--- config.mk ---
export PLATFORM = sky130hd
export DESIGN_NAME = deser_fifo
export DESIGN_NICKNAME = d
export VERILOG_FILES = /design/src/rtl/deser_fifo.sv
export SDC_FILE = /design/constraint.sdc
export NUM_CORES = 1
export LEC_CHECK = 0
export BUFFER_PORTS_ARGS = -buffer_cell sky130_fd_sc_hd__buf_2
export CELL_PAD_IN_SITES_DETAIL_PLACEMENT = 1
export CELL_PAD_IN_SITES_GLOBAL_PLACEMENT = 1
export CORE_MARGIN = 4
export CORE_UTILIZATION = 45
export DETAILED_ROUTE_END_ITERATION = 10
export PLACE_DENSITY_LB_ADDON = 0.1
export SETUP_SLACK_MARGIN = 0.5
export SYNTH_ARGS = -nofsm -noshare
export SYNTH_HDL_FRONTEND = slang
export SYNTH_SLANG_ARGS = --single-unit
--- constraint.sdc ---
create_clock -name clk_i -period 3.4 [get_ports clk_i]
set_clock_uncertainty 0.1 [all_clocks]
set_input_delay 0.68 -clock clk_i [delete_from_list [all_inputs] [get_ports clk_i]]
set_output_delay 0.68 -clock clk_i [all_outputs]
set_load 0.05 [all_outputs]
--- src/rtl/deser_fifo.sv ---
// deser_fifo: framed serial receiver (start, DATA_WIDTH bits LSB first, stop)
// feeding a first-word-fall-through FIFO drained over a valid/ready interface.
module deser_fifo #(
    parameter int unsigned DATA_WIDTH = 8,
    parameter int unsigned FIFO_DEPTH = 16
) (
    input  logic                  clk_i,
    input  logic                  rst_i,
    input  logic                  serial_i,
    output logic [DATA_WIDTH-1:0] parallel_out_o,
    output logic                  valid_out_o,
    input  logic                  ready_in_i,
    output logic                  fifo_full_o,
    output logic                  fifo_empty_o,
    output logic                  frame_err_o,
    output logic                  overflow_o
);

    localparam int unsigned BIT_W = (DATA_WIDTH > 1) ? $clog2(DATA_WIDTH) : 1;
    localparam int unsigned PTR_W = $clog2(FIFO_DEPTH);
    localparam int unsigned CNT_W = PTR_W + 1;

    typedef enum logic [1:0] {
        ST_IDLE,
        ST_DATA,
        ST_STOP,
        ST_BREAK
    } state_t;

    state_t                 state;
    logic [BIT_W-1:0]       bit_cnt;
    logic [DATA_WIDTH-1:0]  shift_reg;

    logic [DATA_WIDTH-1:0]  mem [FIFO_DEPTH];
    logic [PTR_W-1:0]       wr_ptr;
    logic [PTR_W-1:0]       rd_ptr;
    logic [CNT_W-1:0]       count;

    logic                   pop;
    logic                   push_req;
    logic                   push_ok;
    logic [PTR_W-1:0]       rd_ptr_nxt;
    logic [CNT_W-1:0]       count_nxt;
    logic [DATA_WIDTH-1:0]  head_nxt;

    // Receive FSM: frame reassembly, stop-bit check and stuck-low line guard.
    always_ff @(posedge clk_i or posedge rst_i) begin
        if (rst_i) begin
            state       <= ST_IDLE;
            bit_cnt     <= '0;
            shift_reg   <= '0;
            frame_err_o <= 1'b0;
        end else begin
            frame_err_o <= 1'b0;
            case (state)
                ST_IDLE: begin
                    if (!serial_i) begin
                        state   <= ST_DATA;
                        bit_cnt <= '0;
                    end
                end
                ST_DATA: begin
                    shift_reg[bit_cnt] <= serial_i;
                    bit_cnt            <= bit_cnt + BIT_W'(1);
                    if (bit_cnt == BIT_W'(DATA_WIDTH - 1)) begin
                        state <= ST_STOP;
                    end
                end
                ST_STOP: begin
                    if (serial_i) begin
                        state <= ST_IDLE;
                    end else begin
                        frame_err_o <= 1'b1;
                        state       <= ST_BREAK;
                    end
                end
                ST_BREAK: begin
                    if (serial_i) begin
                        state <= ST_IDLE;
                    end
                end
                default: state <= ST_IDLE;
            endcase
        end
    end

    // FIFO control: push acceptance, next pointers/count and next head word.
    always_comb begin
        pop        = valid_out_o && ready_in_i;
        push_req   = (state == ST_STOP) && serial_i;
        push_ok    = push_req && ((count < CNT_W'(FIFO_DEPTH)) || pop);
        rd_ptr_nxt = pop ? (rd_ptr + PTR_W'(1)) : rd_ptr;
        count_nxt  = count;
        if (push_ok && !pop) begin
            count_nxt = count + CNT_W'(1);
        end else if (!push_ok && pop) begin
            count_nxt = count - CNT_W'(1);
        end
        // The word being written this cycle becomes head only when it lands at rd_ptr_nxt.
        head_nxt = '0;
        if (count_nxt != '0) begin
            if (push_ok && (wr_ptr == rd_ptr_nxt)) begin
                head_nxt = shift_reg;
            end else begin
                head_nxt = mem[rd_ptr_nxt];
            end
        end
    end

    // Storage array; contents deliberately left unreset.
    always_ff @(posedge clk_i) begin
        if (push_ok) begin
            mem[wr_ptr] <= shift_reg;
        end
    end

    // FIFO state and registered status/data outputs.
    always_ff @(posedge clk_i or posedge rst_i) begin
        if (rst_i) begin
            wr_ptr         <= '0;
            rd_ptr         <= '0;
            count          <= '0;
            parallel_out_o <= '0;
            valid_out_o    <= 1'b0;
            fifo_empty_o   <= 1'b1;
            fifo_full_o    <= 1'b0;
            overflow_o     <= 1'b0;
        end else begin
            if (push_ok) begin
                wr_ptr <= wr_ptr + PTR_W'(1);
            end
            rd_ptr         <= rd_ptr_nxt;
            count          <= count_nxt;
            parallel_out_o <= head_nxt;
            valid_out_o    <= (count_nxt != '0);
            fifo_empty_o   <= (count_nxt == '0);
            fifo_full_o    <= (count_nxt == CNT_W'(FIFO_DEPTH));
            overflow_o     <= push_req && !push_ok;
        end
    end

endmodule

======== Word level (Yosys, flattened, before mapping) ========
Memories as Yosys holds them, arrays and structs flattened.
Cells that the tools add are included.
cells by class
  $add $sub $neg .......................... 5
  $lt $le $gt $ge ......................... 3
  equality and inequality tests ........... 9
  mux-type cells .......................... 19
  reduce and logical (&&, ||, !) cells .... 17
operator list
  kind                 number
  $mux 8               2
  $mux 5               2
  $add 4x1->4 const B  2
  $bwmux 8             1
  $logic_and 1x1->1    8
  $mux 2               4
  $pmux 2 s4           1
  $ne 2x2->1 const B   3
  $pmux 3 s2           1
  $add 5x1->5 const B  1
  $eq 5x5->1 const B   1
  $logic_not 5->1      1
  $lt 5x5->1 const B   1
  $mux 1               5
  $reduce_bool 5->1    1
  $sub 5x1->5 const B  1
  $eq 2x2->1 const B   2
  $eq 4x4->1           1
  $lt 3x4->1 const B   1
  $mux 4               1
  $add 3x1->3 const B  1
  $demux 1 s3          1
  $eq 3x3->1 const B   1
  $ge 3x1->1 const B   1
  other kinds (8)      9
word-level totals
  flip-flop bits (word level) ............. 39
  bits in writable memories ............... 128
  output and inout bits ................... 13
  memories kept ........................... 1
memories
  name  depth  width  rd ports  clocked after memory_dff  write ports  line  RTL
  mem   16     8      1         0                         1            34    logic [DATA_WIDTH-1:0] mem [FIFO_DEPTH];

======== Depth between registers and ports, before layout ========
Gate-level depths: netlist of run 1.
  depth after elaboration ................. 9
  gate-level depth with buffers ........... 11
  depth with buffers taken out ............ 7

======== Worst setup path after synthesis of run 1 ========
OpenSTA, ideal clock, no wires.
  path type ............................... register -> register
  start ................................... register valid_out_o
  end ..................................... memory mem[3][0] (enable)
  library setup time ...................... 0.383 ns
  arrival ................................. 2.007 ns
  path slack .............................. 0.910 ns
  stages on the path, launching flop included .. 6
  cells stage by stage .................... dfrtp_1 -> buf_6 -> nand2_2 -> a21oi_2 -> nand2_1 -> nor3_1
on the way
  longest elaborated chain between the ends .. 5
RTL lines
  element                       line  RTL
  start, declared               11    output logic valid_out_o,
  start signal, assigned        135   valid_out_o <= (count_nxt != '0);
  $logic_and 1x1->1             89    pop = valid_out_o && ready_in_i;
  $logic_or 1x1->1              91    push_ok = push_req && ((count < CNT_W'(FIFO_DEPTH)) || pop);
  $logic_and 1x1->1             91
  $mux 1                        112   if (push_ok) begin
  $mux 1 (implied by the code)  113   mem[wr_ptr] <= shift_reg;
  end, declared                 34
No other way between the ends.

======== Worst setup path in the final report of run 1 ========
  start ................................... register rd_ptr[0]
  end ..................................... register parallel_out_o[4]
on the way
  longest elaborated chain between the ends .. 6
RTL lines
  element                                               line  RTL
  start, declared                                       36    logic [PTR_W-1:0] rd_ptr;
  start signal, assigned                                132   rd_ptr <= rd_ptr_nxt;
  $add 4x1->4                                           92    rd_ptr_nxt = pop ? (rd_ptr + PTR_W'(1)) : rd_ptr;
  $mux 4 *                                              92
  branches (longest 2 deep; another with $mem_v2 16x8)  --
  $mux 8 *                                              102   if (push_ok && (wr_ptr == rd_ptr_nxt)) begin
  $mux 8 *                                              101   if (count_nxt != '0) begin
  net head_nxt[4]                                       44    logic [DATA_WIDTH-1:0] head_nxt;
  end signal, assigned                                  134   parallel_out_o <= head_nxt;
  end, declared                                         10    output logic [DATA_WIDTH-1:0] parallel_out_o,
Mark *: on every way through the listed nets, which the timed path passes.
A chain may end at the register's enable or synchronous reset.

==> impl.org, run 1 <==
** Floorplanning
- Width of the die :: 143.9 µm
- I/O pins :: 17
- DIE HEIGHT :: ~140 µm
- Area of the placeable core :: 18090 µm²
- Area enclosed by the die boundary :: 20700 µm²
- Row generation in the floorplan step produced 49 rows.
- Starting utilization of the core area :: 45.94%

** Place
- In this run the tool buffered the top-level ports with 16 buffer cells.
- The congestion estimate from routability-driven global placement came to 0.9035.
- Post-DP HPWL :: between 15 and 20 mm

** Worst setup path
- For the worst setup path, the data required time is 3.62 ns.
- Counting both buffers and inverters, the worst setup path holds a total of 1.
- Slowest Stage Delay on Critical Path :: 0.52 ns
- CP Class :: reg -> reg
- CP Launch Type :: flop
- STA classifies the critical path endpoint as a flop.
- CP Cell Sequence :: ha_1 -> clkinvlp_4 -> a31oi_1 -> a21oi_1 -> o21ai_0 -> o22ai_1 -> o32ai_1
- The kind of cell with the highest combined delay along the critical path is compound AO/OA/AOI/OAI gates.
- Cell with the biggest individual delay on the critical path :: dfrtp_4
- Data arrival at the endpoint of the critical path :: between 3 and 4 ns
- CP Max Fanout :: 15

** GRT
- The number of global-route vias before repair was 6319.
- Global-route wire length before repair :: 37.51 mm
- Global routing consumed, over all layers together, about 24% of the routing resources.
- Largest net degree at the start of global routing :: 84
- After global routing the overflow that remains totals 0.
- Initial antenna violation count :: 0

** Yosys
- Most common cell in the synthesized netlist :: edfxtp_1
- Sequential fraction of the synthesis area :: around 58%
- Adder-cell area share of the yosys netlist :: 1.355%
- Synthesis produced ~750 cells.
- After Yosys synthesis, XOR and XNOR cells account for around 1.8% of the synthesized area.
- Yosys mapped a number of flops with a built-in enable equal to 128.
- Post-synthesis share of cell area spent on and, or, nand and nor gates :: a little over an eighth
- In the synthesized netlist, mux cells make up less than 1% of the area.
- The biggest area contributor in the post-synthesis netlist is edfxtp_1.
- Syn. warnings :: 0
- For this run, asynchronously set or reset flops after synthesis account for around a quarter.
- Synthesized Nets :: 762
- Top cells by instance count after synthesis :: edfxtp_1, o21ai_0, nand3_1
- The cell area that synthesis handed to floorplanning was 8308 µm².
- Most common flop cell mapped by yosys :: edfxtp_1
- In this run the biggest area consumer among cell types represents 46.27% of the synthesized area.
- Mean instance size in the synthesized netlist :: 11.09 µm²
- Summing the areas of all compound-gate instances in the mapped netlist gives about 18% of the synthesized area.
- Combinational family with the most area after synthesis :: compound AO/OA/AOI/OAI gates
- Count of state elements after synthesis :: 167
- By area the synthesized netlist is led by edfxtp_1, dfrtp_1, o21ai_0.
- Netlist cell types :: 65

** STA
- For this run, the top clock speed supported by timing is ~0.35 GHz.
- Number of setup violations in the final report :: 0
- The final-report hold violation count is 0.
- The number of slew-limit violations in the final report came to 0.
- Unrepaired setup endpoints after global routing :: false
- Summed over all failing endpoints, the final setup total negative slack is 0 ns.
- The worst path in the final design needs a cycle of 2.831 ns, including I/O delays and setup.
- In this run the tightest slew margin relative to its limit is 40.55%.
- For the pin with the worst max-slew slack, the measured transition is 0.8917 ns.
- After layout, the worst path uses 83.26% of the clock period.

** Detailed routing
- Total routed wire length on the met1 layer :: 10.88 mm
- Detailed routing placed a total of 11.69 mm of wire on met2.
- Detailed routing placed a total of around 900 µm of wire on met3.
- For this run, design rule violations remaining after detail routing come to 0.
- Highest routing layer actually used :: met4
- Number of design-rule violations left by the first detailed-router iteration :: 534
- Summing over every cut layer, the via total after detailed routing is slightly above 6000.
- First-pass DRT Iterations :: 5
- Number of antenna-violating nets in the routed design :: 0
- Summed over all layers, the routed wires come to between 20 and 25 mm.
- In the routed layout, each cell is associated on average with a via count of 6.157.
- Routed len/inst :: 24.21 µm

** Outcome
- The run finished with clean final reports.

** Clocking
- The root buffer cell chosen for the clock tree is clkbuf_16.
- CTS tree :: yes
- Clock-pin transition on the worst setup and hold timing paths :: roughly 0.060 ns
- Maximum number of buffers from clock root to sink :: 2
- TritonCTS created 17 clock buffers.
- CTS H-tree depth :: 4
- The later pin in the worst-skew pair is clocked with a latency of between 0.4 and 0.5 ns.
- CTS saw 167 sinks.

** Cells and area
- Post-layout utilization of the core :: 50.31%
- The post-route netlist has 12.53% of its cells at a drive strength greater than 1.
- In the final design database the tool counted around 770 nets.
- The number of antenna diodes in the final layout is 0.
- Layout-stage area growth over the synthesis result :: 9.533%
- Number of flip-flops under the largest register name :: 128
- The layout has 1914 filler cells.

** Worst hold path
- Path category of the worst min-delay check :: in -> async

** Power
- Static leakage :: about 0.0033 µW
- P per Cell Area :: 1005 nW/µm²
- VDD sags by at most 0.5870 mV.

** Run
- Across the run, the number of max-cap violations was 0.
==> final timing paths <==
kind | endpoint | cells past startpoint | start | slack (ns)
max in group asynchronous | rd_ptr[0] | 2 | rst_i | 2.23
hold reg to reg | frame_err_o | 1 | state[0] | 0.39
setup / recovery | parallel_out_o[4] | 7 | rd_ptr[0] | 0.57
setup reg to reg | parallel_out_o[4] | 7 | rd_ptr[0] | 0.57
hold / removal | bit_cnt[0] | 2 | rst_i | 0.32
min in group clk_i | frame_err_o | 1 | state[0] | 0.39
==> worst reg2reg max path: stages, from the launching register on <==
cell	delay (ns)
dfrtp_4	0.52
ha_1	0.47
clkinvlp_4	0.44
a31oi_1	0.35
a21oi_1	0.06
o21ai_0	0.37
o22ai_1	0.15
o32ai_1	0.26
==> cells by family after synthesis <==
| logic type | after synthesis |
|---|---|
| xor+xnor | 12 |
| compound gates | 239 |
| simple gates | 210 |
| buf+inv | 108 |
| fa+ha+maj | 9 |
| flops | 167 |
| mux | 4 |
==> metal layers <==
layer | up-vias | GRT usage [%]
met4 | 0 | 8.771
met5 | - | 0
met2 | 138 | 39.02
li1 | 2798 | -
met1 | 3154 | 33.69
met3 | 36 | 3.428
==> through the flow <==
stage / total power [µW] / hold slack [ns] / setup WS [ns] / instances / instance area, µm²
2_1_floorplan: 5915 / 0.3429 / 0.9100 / 749 / 8308
3_3_place_gp: 6899 / 0.3599 / 0.4670 / 961 / 8483
3_5_place_dp: 7073 / 0.3830 / 0.3655 / 961 / 8483
4_1_cts: 9025 / 0.3587 / 0.4686 / 993 / 9065
5_1_grt: 9664 / 0.3995 / 0.5014 / 995 / 9100
6_report: 9147 / 0.3244 / 0.5692 / 995 / 9100
==> cell type report <==
class                   count  area (µm²)  share of cell area [%]
flip-flops and latches    167        4826                   53.03
multi-input cells         474        2908                   31.95
clock buffers              22       454.2                   4.991
repair buffers             44       306.5                   3.369
well taps                 229       286.5                   3.149
inverters                  48       183.9                   2.021
clock inverters            10       127.6                   1.402
repair inverters            1       7.507                 0.08250
==> where the power goes <==
group,leakage (µW),internal [µW],switching [µW],total [µW]
sequential,0.00162,2660,579,3240
combinational,0.00136,1280,2690,3970
clock,0.000279,1170,774,1940
==> placed cells by master (no fill, tap or decap), drive strengths merged, types with 2 or more instances in the layout <==
cell type	n
and3	2
xnor2	11
mux2i	2
a21oi	33
a221oi	30
dfrtp	38
nand2	51
a31oi	30
a211oi	2
nand2b	36
edfxtp	128
clkinv	5
a22oi	2
nor2b	4
nor3	9
bufinv	3
o21ai	103
mux2	2
nor3b	2
and3b	3
clkinvlp	4
a21boi	2
o32ai	8
o31ai	4
nor2	18
nand3	72
buf	44
a22o	2
inv	47
o22ai	16
nand4	5
nand3b	3
ha	9
clkbuf	22
==> repair_timing <==
item	in CTS	in global routing
cloned	0	1
buffers inserted	0	1
setup endpoints to repair	3	8
hold buffers	0	0
resized for setup	0	3
(Power assumes the default switching activity.)
==> run 2: changes to the inputs <==
==> constraint.sdc (replaced) <==
create_clock -name clk_i -period 2.34 [get_ports clk_i]
set_clock_uncertainty 0.1 [all_clocks]
set_input_delay 0.468 -clock clk_i [delete_from_list [all_inputs] [get_ports clk_i]]
set_output_delay 0.468 -clock clk_i [all_outputs]
set_load 0.05 [all_outputs]
==> impl.org, run 2 (synthesized netlist as in run 1, its figures left out) <==
** Cells and area
- At the end of the flow, the number of nets in the layout was ~840.
- Fraction of final layout cells with drive strength greater than 1 :: 29.33%
- Commonest non-fill, non-tap cells in the layout :: edfxtp_1, o21ai_0, nand3_1
- Most common cell after layout, fill and taps aside :: edfxtp_1
- In the final layout, flip-flops and latches occupy approximately 4800 µm².
- Fill cells in the final layout number 1849.
- Number of flip-flops under the largest register name :: 128
- In the final layout, the multi-input gates occupy 3502 µm².
- Antenna cells :: 0
- Layout-stage area growth over the synthesis result :: 28.72%

** STA
- Unrepaired setup endpoints after global routing :: true
- The number of slew-limit violations in the final report was 0.
- Transition time at the pin with the least slew margin :: 0.9613 ns
- Number of setup violations in the final report :: 2
- Highest clock frequency the design can meet :: 0.4204 GHz
- Endpoints failing hold :: 0
- Final critical-path share of the clock period :: 101.7%
- Setup TNS Final :: -0.04171 ns
- Max-slew headroom :: approximately 36%
- Setup slack on the critical path of the routed design comes to -0.03895 ns.
- Final period demand of the worst path :: 2.379 ns

** Place
- Timing analysis after detailed placement gives a worst setup slack of -0.2107 ns.
- GPL Wtd Cong :: 0.8492
- Detailed placement ended at an HPWL of between 15 and 20 mm.
- Port Buf Inserts :: 16

** Worst setup path
- The cell family contributing the most delay on the critical path is flip-flops.
- CP Launch Type :: flop
- Data arrival at the endpoint of the critical path :: roughly 2.6 ns
- Worst R2R End :: parallel_out_o[3]
- Along the worst path, the maximum fanout reaches 8.
- STA classifies the critical path endpoint as a flop.
- The number of cells on the worst reg-to-reg path is 8.
- Most frequent cell on the critical path :: buf_12
- Slowest Stage Delay on Critical Path :: roughly 0.54 ns
- STA puts the critical path data required time at approximately 2.5 ns.
- Launch point of the critical path :: rd_ptr[0]
- Cell with the biggest individual delay on the critical path :: dfrtp_4
- RR Startpoint :: rd_ptr[0]
- The signal on the critical path passes through ha_4 -> buf_12 -> mux2_4 -> xnor2_4 -> nor4b_4 -> o21bai_4 -> buf_12 -> o32ai_4.
- Worst R2R Setup Slack :: -0.04 ns
- Buf+Inv Stages, Crit Path :: 2
- The setup path with the least slack is of type reg -> reg.

** Outcome
- The checks that failed: negative setup slack.
- The flow ran to the end, but the final reports show violations.

** Power
- VDD sags by at most 0.7428 mV.
- Power consumption :: around 16000 µW
- The analysis attributes to cell leakage a power of 0.003850 µW.
- Power spread over the standard cell area amounts to 1483 nW/µm².

** Detailed routing
- After detailed routing, the average wire length per cell comes to 25.99 µm.
- Mean number of vias per cell :: 6.211
- The final route contains ~6700 vias.
- Number of design-rule violations left by the first detailed-router iteration :: between 500 and 600
- First-pass DRT Iterations :: 5
- The count of nets left with antenna violations once routing finished came out at 0.
- In the routed design, unresolved DRC markers number 0.
- Wire length reported by the detailed router :: 27.84 mm

** Clocking
- CTS tree :: yes
- After clock tree synthesis, the clock-pin slew on the worst setup and hold paths is about 0.06 ns.
- No sink is reached through more buffers than the 2 on the longest clock path.
- Clk sink count :: approximately 170
- In this run the clock root is driven by a clkbuf_16.
- Buffers inserted during clock tree synthesis total 17.
- The number of hold buffers added after CTS was 0.
- The H-tree was split into 4 levels.
- Clock latency on the worst-skew pair, taken at its later pin, is 0.43 ns.

** Worst hold path
- Path category of the worst min-delay check :: in -> async

** GRT
- Aggregate global-route resource usage :: a little over a quarter
- The initial antenna violation count was 0.
- Global route overflow :: 0
- Vias in the first global route :: ~7000
- The first global-routing pass estimated 41.83 mm of wire.
- Largest net degree at the start of global routing :: between 60 and 70

** Run
- # Max-Cap Violations :: 0

** Floorplanning
- Starting utilization of the core area :: 45.94%
- The floorplan has 49 rows.
- DIE HEIGHT :: 143.9 µm
- Width of the die :: 143.9 µm
- The total area inside the core boundary comes to ~18000 µm².
- I/O pins :: 17
- The die covers 20700 µm².
## run 2: cell types whose count changed in the layout (fill, tap and decap cells not counted), sizes merged
cell	previous run	this run
clkinvlp	4	3
bufinv	3	2
clkinv	5	8
buf	44	121
clkbuf	22	18
bufbuf	0	1
inv	47	48
## run 2: layer usage
layer / track usage, % / routed length, µm / vias up
met5: 0 / 0 / -
met4: 12.74 / 907 / 0
met3: 4.892 / 1570 / 59
met2: 44.10 / 13840 / 218
met1: 36.26 / 11520 / 3414
li1: - / - / 2961
## run 2: how the worst max path moves through the flow
stage,end,slack [ns],cells after the start
global placement,parallel_out_o[5],-0.12,9
finish,parallel_out_o[3],-0.04,8
detailed placement,parallel_out_o[5],-0.21,9
CTS,parallel_out_o[1],0.07,7
global route,parallel_out_o[3],-0.08,9
floorplan,parallel_out_o[0],0.09,8
## run 2: cell type report
cell class,instances,share of cell area (%)
flip-flops and latches,167,45.15
multi-input cells,474,32.75
inverters,48,1.685
clock inverters,13,1.252
clock buffers,18,4.013
repair buffers,122,12.47
well taps,229,2.679
## run 2: timing repair
| action | 4_1_cts | 5_1_grt |
|---|---|---|
| pin swaps | 28 | 24 |
| cloned | 1 | 0 |
| endpoints found under the setup margin | 140 | 146 |
| setup buffers | 26 | 16 |
| gates resized for setup | 59 | 51 |
| hold endpoints to repair | 0 | 0 |
## run 2: through the flow
| step | hold slack (ns) | std cells | area [µm²] | util, % |
|---|---|---|---|---|
| 2_1_floorplan | 0.3429 | 749 | 8482 | - |
| 3_3_place_gp | 0.3608 | 997 | 9102 | 50.33 |
| 3_5_place_dp | 0.4048 | 997 | 9102 | 50.33 |
| 4_1_cts | 0.05057 | 1055 | 10320 | 57.05 |
| 5_1_grt | 0.07877 | 1071 | 10690 | 59.13 |
| 6_report | 0.04195 | 1071 | 10690 | 59.13 |
## run 2: worst reg2reg max path, stage by stage, from the launching register on
cell	delay, ns
dfrtp_4	0.54
ha_4	0.29
buf_12	0.12
mux2_4	0.31
xnor2_4	0.14
nor4b_4	0.27
o21bai_4	0.19
buf_12	0.16
o32ai_4	0.11
## run 2: report_power, final
group / leakage, µW / switching [µW] / internal (µW)
clock network: 0.000264 / 1170 / 1560
logic: 0.00197 / 5080 / 3530
registers: 0.00161 / 667 / 3860
==> run 3: changes to the inputs <==
--- a/config.mk
+++ b/config.mk
@@ -8,7 +8,7 @@
 export BUFFER_PORTS_ARGS = -buffer_cell sky130_fd_sc_hd__buf_2
 export CELL_PAD_IN_SITES_DETAIL_PLACEMENT = 1
 export CELL_PAD_IN_SITES_GLOBAL_PLACEMENT = 1
-export CORE_MARGIN = 4
+export CORE_MARGIN = 5
 export CORE_UTILIZATION = 45
 export DETAILED_ROUTE_END_ITERATION = 10
 export PLACE_DENSITY_LB_ADDON = 0.1
==> impl.org, run 3 (synthesized netlist as in run 1, its figures left out) <==
** Floorplanning
- The die covers between 20000 and 25000 µm².
- For this configuration, the core starts out at a cell density of 45.94%.
- DIE HEIGHT :: about 150 µm
- Pin placement for this block handled 17 I/O pins.
- The floorplan has between 40 and 50 rows.
- Area of the placeable core :: 18090 µm²
- From left edge to right edge, the die measures 145.9 µm.

** GRT
- Global-route wire length before repair :: 40.15 mm
- Initial antenna violation count :: 0
- The total overflow left after global routing is 0.
- The number of global-route vias before repair was 6848.
- In the global route stage, overall resource usage came out at 24.57%.
- Entering global routing, the biggest net connects 67 pins.

** Detailed routing
- Vias :: 6802
- In the routed design, unresolved DRC markers number 0.
- The detail route stage leaves a number of antenna-violating nets equal to 0.
- First-pass DRT Iterations :: 5
- For this block, the routed nets add up to roughly 29 mm of wire.
- After detailed routing, the number of vias per cell comes to 6.269.
- Number of design-rule violations left by the first detailed-router iteration :: around 600
- Dividing the detail-routed wire length by the instance count gives 26.30 µm.

** Worst setup path
- The critical path is of the reg -> reg type.
- The signal on the critical path passes through buf_12 -> nand3_1 -> xnor2_1 -> nand2_1 -> nor4b_4 -> buf_4 -> o21ai_4 -> buf_12 -> o32ai_4.
- Element type at the critical path end :: flop
- The slowest stage of the critical path is the dfrtp_2 cell.
- The worst setup path is launched from a flop.
- Slowest Stage Delay on Critical Path :: ~0.46 ns
- Required time at the endpoint of the critical path :: 2.56 ns
- Along the worst path, the maximum fanout reaches 15.
- The number of buffers and inverters on the critical path is 3.
- Data arrival at the endpoint of the critical path :: 2.58 ns
- CP delay by family, top :: simple AND/OR/NAND/NOR gates
- Most frequent cell on the critical path :: buf_12

** Power
- Static leakage :: 0.004003 µW
- In this run the power density over the cells is around 1500 nW/µm².
- VDD sags by at most 0.8212 mV.

** Clocking
- Hold bufs inserted after CTS :: 0
- Clock tree synthesis selected as its root buffer the cell clkbuf_16.
- CTS tree :: yes
- The H-tree was split into 4 levels.
- Clock-pin transition on the worst setup and hold timing paths :: roughly 0.070 ns
- The number of clock buffers added by TritonCTS is 17.
- Maximum number of buffers from clock root to sink :: 2
- Clk sink count :: 167
- Clock latency on the worst-skew pair :: between 0.4 and 0.5 ns

** Cells and area
- From synthesis to final layout, the design area changed by 33.16%.
- The register with the most flip-flops in the layout has about 130 of them.
- After routing the design area is roughly 11000 µm².
- Fraction of final layout cells with drive strength greater than 1 :: 32.71%
- The finished layout holds ~1100 standard cells, fillers aside.
- Antenna cells :: 0
- Commonest non-fill, non-tap cells in the layout :: edfxtp_1, buf_4, o21ai_0, nand3_1
- Net count reported at finish :: 856
- The library cell used most frequently in the layout, excluding fill and tap cells, is edfxtp_1.
- Number of inserted filler cells in the final layout :: 1796

** Run
- Max-cap violations in this run came to 0.

** Outcome
- Status :: finished with violations
- The checks that failed: negative setup slack.

** STA
- Max-slew headroom :: 36.86%
- Setup violations remaining at the end of the flow were counted as 2.
- The routed design could run at a clock period as short as 2.354 ns.
- Of the available clock period, the critical path in the final layout requires 100.6%.
- Unrepaired setup endpoints after global routing :: true
- Endpoints failing hold :: 0
- At the pin with the least slew margin, the transition time is 0.9471 ns.
- Final worst setup slack :: -0.01436 ns
- On the final layout, the worst hold slack is 0.1285 ns.
- Highest clock frequency the design can meet :: 0.4247 GHz
- Total count of max-transition violations in the final report :: 0

** Place
- Detailed placement finished with a half-perimeter wire length of 16.17 mm.
- GPL Wtd Cong :: 0.8669
- The placed instances occupy a cell area of 9085 µm².
- Buffers placed on the I/O ports in this run total 16.
- Once placement completed, the tool counted placed cells totaling 1003.

** Worst hold path
- Path category of the worst min-delay check :: in -> async
run 3: cell types whose count changed in the layout (fill, tap and decap cells not counted), moves of 4 or more:
cell	delta
buf_4	+11
a31oi_1	-7
o21ai_0	-6
o21ai_1	+6
a221oi_1	-5
a221oi_2	+4
a31oi_4	+4
run 3: timing repair:
action / CTS / global route
endpoints found under the hold margin: 0 / 0
pin swaps: 23 / 27
buffers inserted: 21 / 24
resized for setup: 80 / 87
endpoints found under the setup margin: 140 / 146
cloned: 1 / 4
run 3: path summary, 6_finish.rpt:
kind	start	end	slack, ns	cells past startpoint
min in group clk_i	serial_i	frame_err_o	0.30	3
setup reg to reg	valid_out_o	parallel_out_o[6]	-0.01	9
hold reg to reg	count[0]	count[0]	0.49	2
max in group asynchronous	rst_i	rd_ptr[0]	1.35	2
setup / recovery	valid_out_o	parallel_out_o[6]	-0.01	9
hold / removal	rst_i	bit_cnt[0]	0.13	2
run 3: stage by stage:
| stage | total power, µW | util, % | setup WS (ns) | setup TNS [ns] |
|---|---|---|---|---|
| global route | 17840 | 61.17 | -0.04871 | -0.1977 |
| CTS | 15420 | 57.11 | 0.1251 | 0 |
| finish | 17130 | 61.17 | -0.01436 | -0.02299 |
| detailed placement | 11460 | 50.23 | -0.1989 | -0.9920 |
| floorplan | 8704 | - | 0.09090 | 0 |
| global placement | 11180 | 50.23 | -0.1313 | -0.4103 |
run 3: area by class of cell:
type                       count  area (µm²)  area share [%]
sequential                   167        4828           43.64
multi-input combinational    475        3679           33.25
timing repair buffer         134        1464           13.23
clock buffer                  20       446.7           4.038
tap                          229       286.5           2.590
inverter                      48       182.7           1.651
clock inverter                12       176.4           1.595
run 3: layer usage:
| metal | vias to the layer above | wire [µm] | track usage [%] | share of wire (%) |
|---|---|---|---|---|
| met5 | - | 0 | 0 | 0 |
| met4 | 0 | 755 | 8.689 | 2.6 |
| met3 | 56 | 1297 | 3.550 | 4.5 |
| met2 | 226 | 14590 | 41.38 | 51 |
| met1 | 3533 | 11890 | 32.61 | 42 |
| li1 | 2987 | - | - | - |
run 3: worst reg2reg max path, cell delays in order, from the launching register on:
cell and delay, ns:
dfrtp_2 0.46, buf_12 0.18, nand3_1 0.19, xnor2_1 0.29, nand2_1 0.15, nor4b_4 0.32, buf_4 0.18, o21ai_4 0.06
buf_12 0.17, o32ai_4 0.15
run 3: power by group:
group / leakage, µW / internal [µW] / total (µW) / switching, µW
clock network: 0.000300 / 1820 / 3010 / 1200
registers: 0.00161 / 3860 / 4470 / 611
logic: 0.00209 / 4070 / 9640 / 5570
